**src/rtl/intersection_ctrl_if.sv**
```systemverilog
// intersection_ctrl_if: mode/request inputs and light-control outputs.
// side_req exists only when SIDE_SENSE_EN is defined.
interface intersection_ctrl_if;
  logic       run;
  logic       ped_req;
`ifdef SIDE_SENSE_EN
  logic       side_req;
`endif
  logic [2:0] en;
  logic [2:0] set;
  logic [2:0] change;
  logic [2:0] green;
  logic       ped_ack;
  logic [2:0] phase;

  modport master (
`ifdef SIDE_SENSE_EN
    input  side_req,
`endif
    input  run, ped_req,
    output en, set, change, green, ped_ack, phase
  );

  modport slave (
`ifdef SIDE_SENSE_EN
    output side_req,
`endif
    output run, ped_req,
    input  en, set, change, green, ped_ack, phase
  );
endinterface

```
**src/rtl/intersection_ctrl.sv**
```systemverilog
// intersection_ctrl: sequences main/side/walk lights with all-red clearance.
// SIDE_SENSE_EN: side road is served only on a latched side_req.
module intersection_ctrl #(
  parameter int T_MAIN  = 20,
  parameter int T_SIDE  = 10,
  parameter int T_WALK  = 8,
  parameter int T_CLEAR = 2,
  parameter int CNT_W   = 8
) (
  input logic                 clklf,
  input logic                 reset,
  intersection_ctrl_if.master bus
);
  typedef enum logic [2:0] {
    OFF   = 3'd0,
    START = 3'd1,
    CLR_A = 3'd2,
    MAIN  = 3'd3,
    CLR_B = 3'd4,
    WALK  = 3'd5,
    CLR_C = 3'd6,
    SIDE  = 3'd7
  } state_t;

  state_t           state, state_n, side_tgt;
  logic [CNT_W-1:0] cnt, cnt_n;
  logic             ped_pend, ped_n;
  logic             go_walk;
  logic [2:0]       en_n, change_n, green_n;
  logic             ack_n;
`ifdef SIDE_SENSE_EN
  logic             side_pend, side_n;
  logic             go_side;
`endif

  function automatic logic [CNT_W-1:0] dwell(state_t s);
    unique case (s)
      CLR_A, CLR_B, CLR_C: dwell = CNT_W'(T_CLEAR - 1);
      MAIN:                dwell = CNT_W'(T_MAIN - 1);
      WALK:                dwell = CNT_W'(T_WALK - 1);
      SIDE:                dwell = CNT_W'(T_SIDE - 1);
      default:             dwell = '0;
    endcase
  endfunction

  function automatic logic [2:0] lamp(state_t s);
    unique case (s)
      MAIN:    lamp = 3'b001;
      SIDE:    lamp = 3'b010;
      WALK:    lamp = 3'b100;
      default: lamp = 3'b000;
    endcase
  endfunction

  always_ff @(posedge clklf) begin
    if (reset) begin
      state       <= OFF;
      cnt         <= '0;
      ped_pend    <= 1'b0;
`ifdef SIDE_SENSE_EN
      side_pend   <= 1'b0;
`endif
      bus.en      <= 3'b000;
      bus.set     <= 3'b111;
      bus.change  <= 3'b000;
      bus.green   <= 3'b000;
      bus.ped_ack <= 1'b0;
    end else begin
      state       <= state_n;
      cnt         <= cnt_n;
      ped_pend    <= ped_n;
`ifdef SIDE_SENSE_EN
      side_pend   <= side_n;
`endif
      bus.en      <= en_n;
      bus.set     <= 3'b111;
      bus.change  <= change_n;
      bus.green   <= green_n;
      bus.ped_ack <= ack_n;
    end
  end

  always_comb begin
`ifdef SIDE_SENSE_EN
    side_tgt = side_pend ? SIDE : CLR_A;
`else
    side_tgt = SIDE;
`endif
    state_n = state;
    cnt_n   = cnt;
    if (!bus.run) begin
      state_n = OFF;
      cnt_n   = '0;
    end else begin
      unique case (state)
        OFF:   state_n = START;
        START: state_n = CLR_A;
        CLR_A: if (cnt == '0) state_n = MAIN;
        MAIN:  if (cnt == '0) state_n = CLR_B;
        CLR_B: if (cnt == '0) state_n = ped_pend ? WALK : side_tgt;
        WALK:  if (cnt == '0) state_n = CLR_C;
        CLR_C: if (cnt == '0) state_n = side_tgt;
        SIDE:  if (cnt == '0) state_n = CLR_A;
      endcase
      if (state_n != state)
        cnt_n = dwell(state_n);
      else if (cnt != '0)
        cnt_n = cnt - CNT_W'(1);
    end

    go_walk = (state_n == WALK) && (state != WALK);
    ped_n   = ped_pend;
    if (!bus.run || go_walk)
      ped_n = 1'b0;
    else if (bus.ped_req && !(state inside {OFF, START, WALK}))
      ped_n = 1'b1;

`ifdef SIDE_SENSE_EN
    go_side = (state_n == SIDE) && (state != SIDE);
    side_n  = side_pend;
    if (!bus.run || go_side)
      side_n = 1'b0;
    else if (bus.side_req && !(state inside {OFF, START, SIDE}))
      side_n = 1'b1;
`endif
  end

  // A run drop goes dark at once: no closing change pulse.
  always_comb begin
    en_n     = (state_n == OFF) ? 3'b000 : 3'b111;
    green_n  = lamp(state_n);
    change_n = (state_n == OFF) ? 3'b000 : (lamp(state) ^ lamp(state_n));
    ack_n    = go_walk;
  end

  assign bus.phase = state;

endmodule

```
**src/flat_wrapper.sv**
```systemverilog
// flat-port wrapper written by rule: the top's interface ports become plain ports
module intersection_ctrl_flat 
#(
  parameter int T_MAIN  = 20,
  parameter int T_SIDE  = 10,
  parameter int T_WALK  = 8,
  parameter int T_CLEAR = 2,
  parameter int CNT_W   = 8
)
  (clklf, reset, bus_run, bus_ped_req, bus_en, bus_set, bus_change, bus_green, bus_ped_ack, bus_phase);
  intersection_ctrl_if bus_i ();
  input logic clklf;
  input logic reset;
  input wire logic [$bits(bus_i.run)-1:0] bus_run;
  input wire logic [$bits(bus_i.ped_req)-1:0] bus_ped_req;
  output wire logic [$bits(bus_i.en)-1:0] bus_en;
  output wire logic [$bits(bus_i.set)-1:0] bus_set;
  output wire logic [$bits(bus_i.change)-1:0] bus_change;
  output wire logic [$bits(bus_i.green)-1:0] bus_green;
  output wire logic [$bits(bus_i.ped_ack)-1:0] bus_ped_ack;
  output wire logic [$bits(bus_i.phase)-1:0] bus_phase;
  assign bus_i.run = bus_run;
  assign bus_i.ped_req = bus_ped_req;
  assign bus_en = bus_i.en;
  assign bus_set = bus_i.set;
  assign bus_change = bus_i.change;
  assign bus_green = bus_i.green;
  assign bus_ped_ack = bus_i.ped_ack;
  assign bus_phase = bus_i.phase;
  intersection_ctrl #(.T_MAIN(T_MAIN), .T_SIDE(T_SIDE), .T_WALK(T_WALK), .T_CLEAR(T_CLEAR), .CNT_W(CNT_W)) u_core (.clklf(clklf), .reset(reset), .bus(bus_i));
endmodule
```
**config.mk**
```make
export PLATFORM = sky130hd
export DESIGN_NAME = intersection_ctrl_flat
export DESIGN_NICKNAME = d
export VERILOG_FILES = /design/src/rtl/intersection_ctrl_if.sv /design/src/rtl/intersection_ctrl.sv /design/src/flat_wrapper.sv
export SDC_FILE = /design/constraint.sdc
export NUM_CORES = 1
export LEC_CHECK = 0
export ABC_AREA = 1
export CORE_MARGIN = 3
export CORE_UTILIZATION = 42
export CTS_BUF_LIST = sky130_fd_sc_hd__clkbuf_4
export DETAILED_ROUTE_END_ITERATION = 8
export PLACE_DENSITY = 0.7
export SLEW_MARGIN = 40
export SYNTH_ARGS = -nofsm -noshare
export SYNTH_HDL_FRONTEND = slang
export SYNTH_SLANG_ARGS = --single-unit
export TNS_END_PERCENT = 20
```
**constraint.sdc**
```tcl
create_clock -name clklf -period 1.5 [get_ports clklf]
set_clock_uncertainty 0.05 [all_clocks]
set_input_delay 0.225 -clock clklf [delete_from_list [all_inputs] [get_ports clklf]]
set_output_delay 0.225 -clock clklf [all_outputs]
set_load 0.01 [all_outputs]
```
==> qor.yml <==
status: "finished, violations left"
violations: "negative setup slack"
rrSetupSlack_ns: -0.05
die_h_um: 55.2
fin_crit_sh_pct: 103
design_area_mm2: 0.00145
dp_cells: 183
finalSetupViolCount: 4
ys.flop_type: "dfxtp_1"
drive_gt1_share_pct: 39.1
portBuffers: 16
boundaryPins: 20
reg2regPathDepth: 9
grt_max_degree: 12
first_iter_violations: 15
path_class: "register to register"
ir_drop_uv: 532
yosysSeqAreaShare_pct: 39.3
grt_pass1_vias: 878
drv_cap: 0
htreeDepth: 1
synth_edf_count: 0
ctsHoldBuffers: 0
cts_tree: "done"
worstHoldStart: "u_core.cnt[0]"
drc: 0
instances_no_fill: 189
rsz0062_at_grt: "yes"
slew_violations: 0
r2r-start: "u_core.cnt[1]"
holdPathEnd: "u_core.cnt[0]"
critical_path_arrival_ns: 1.74
finalWirelength_mm: 2.52
hold_depth: 1
final_common_cell: "nand2_1"
ys_async_sr_fraction_pct: 0
yosysWarningCount: 0
min_period_ns: 1.55
die-area_mm2: 0.00305
ys_types: 32
vias: 939
clk_pin_slew_ns: 0.11
p_per_area_mw_per_mm2: 665
utilization_pct: 64.4
p_leak_nw: 0.717
ys_ff_latch: 20
start_kind: "register"
routedWlPerCell_um: 13.3
hp-class: "register to register"
ant_nets: 0
area_delta_synth_final_pct: 42.5
grt_antenna_before_repair: 0
synth_area_mm2: 0.00102
hold_viol: 0
fin_nets: 167
layout_setup_ws_ns: -0.0474
cts-root-buf: "clkbuf_4"
n_antenna_cell: 0
setup_tns_ns: -0.0835
drt_first_pass_iters: 4
clockBufferDepth: 2
synth_cells: 129
grt.total_usage_pct: 15.0
worstPathRequired_ns: 1.69
numCtsBuffers: 3
hpwl_mm: 1.72
hold_slack_ns: 0.402
clk_latency_ns: 0.31
routed_via_density: 4.97
crit_fanout: 5
timing.rr.end: "u_core.cnt[0]"
grt_first_pass_wirelength_mm: 3.65
fmax_mhz: 646
place.gp.congestion: 0.860
cts_sinks: 20
final_cell_mix: "18 x nand2_1, 15 x buf_4, 15 x dfxtp_1, 12 x inv_1, 11 x nor2_1"
die_w_um: 55.2
core.rowCount: 17
synth_area_per_cell_um2: 7.90
postPlaceCellArea_mm2: 0.00128
cp-end-kind: "register"
overflow: 0
start_util_pct: 45.2
coreArea_mm2: 0.00225
cells in the mapped netlist (2+ instances only):
cell type,count,area (µm²)
nor2_4,2,22.5
inv_2,3,11.3
xor2_1,2,17.5
nand2_2,6,37.5
a22oi_2,2,25.0
buf_4,5,37.5
nor2_2,2,12.5
o21ai_0,2,10.0
inv_1,15,56.3
nor2_1,12,45.0
dfxtp_1,20,400
a21oi_1,4,20.0
nand3_1,8,40.0
nand2_1,24,90.1
xnor2_1,3,26.3
nor3_1,3,15.0
stage by stage:
step	setup slack [ns]	total power, mW
6_report	-0.0474	0.965
5_1_grt	-0.127	1.02
4_1_cts	-0.0582	0.954
3_5_place_dp	-0.0541	0.689
3_3_place_gp	-0.0167	0.688
2_1_floorplan	0.000757	0.644
power by group:
part           switching (mW)  total, mW  internal (mW)
clock                   0.172      0.269         0.0974
combinational          0.0881      0.153         0.0650
sequential            0.00578      0.543          0.537
worst max-delay path, stage by stage (launching register included):
cell and delay [ns]:
dfxtp_1 0.34, inv_2 0.07, ha_4 0.14, nand2_4 0.07, nor2_4 0.17, nand2_1 0.12, nand3_4 0.12, nand2_1 0.10
a21oi_2 0.17, o21bai_1 0.12
cells by family after synthesis:
logic type                 synth area share (%)
AOI/OAI and AO/OA                          10.7
xor gates and xnor gates                   4.30
adders and majority gates                  1.23
buffers and inverters                      10.3
DFF                                        39.3
other                                     0.368
and+or+nand+nor                            33.8
what timing repair did:
action | in CTS | in global routing
resized for setup | 8 | 33
pin swaps | 2 | 9
endpoints found under the setup margin | 16 | 18
buffers inserted | 1 | 1
routing by layer:
metal | track usage, % | routed length, µm
met5 | 0 | 0
met2 | 25.8 | 1390
met4 | 6.94 | 38
met1 | 16.7 | 954
met3 | 4.44 | 135
registers in the layout, indices dropped and copies added, names as in the netlist:
| name | cells |
|---|---|
| u_core.ped_pend | 1 |
| u_core.bus.change | 3 |
| u_core.bus.phase | 3 |
| u_core.cnt | 8 |
| u_core.bus.en | 1 |
| u_core.bus.green | 3 |
| u_core.bus.ped_ack | 1 |
how the worst max path moves through the flow:
stage / end / startpoint / slack (ns) / cells past startpoint
after floorplan: u_core.bus.change[1] / u_core.cnt[0] / 0.0008 / 9
after global placement: u_core.ped_pend / u_core.cnt[0] / -0.02 / 11
after detailed placement: u_core.cnt[3] / u_core.cnt[0] / -0.05 / 10
after CTS: u_core.ped_pend / u_core.cnt[0] / -0.06 / 11
after global routing: u_core.cnt[0] / u_core.cnt[0] / -0.13 / 9
final: u_core.cnt[0] / u_core.cnt[1] / -0.05 / 9
layout make-up:
type	count	area (µm²)
tap	28	35.0
fill	189	803
sequential	20	409
inverter	18	72.6
clock inverter	1	3.75
timing repair buffer	31	277
multi-input combinational	88	632
clock buffer	3	22.5
(Power assumes the default switching activity.)
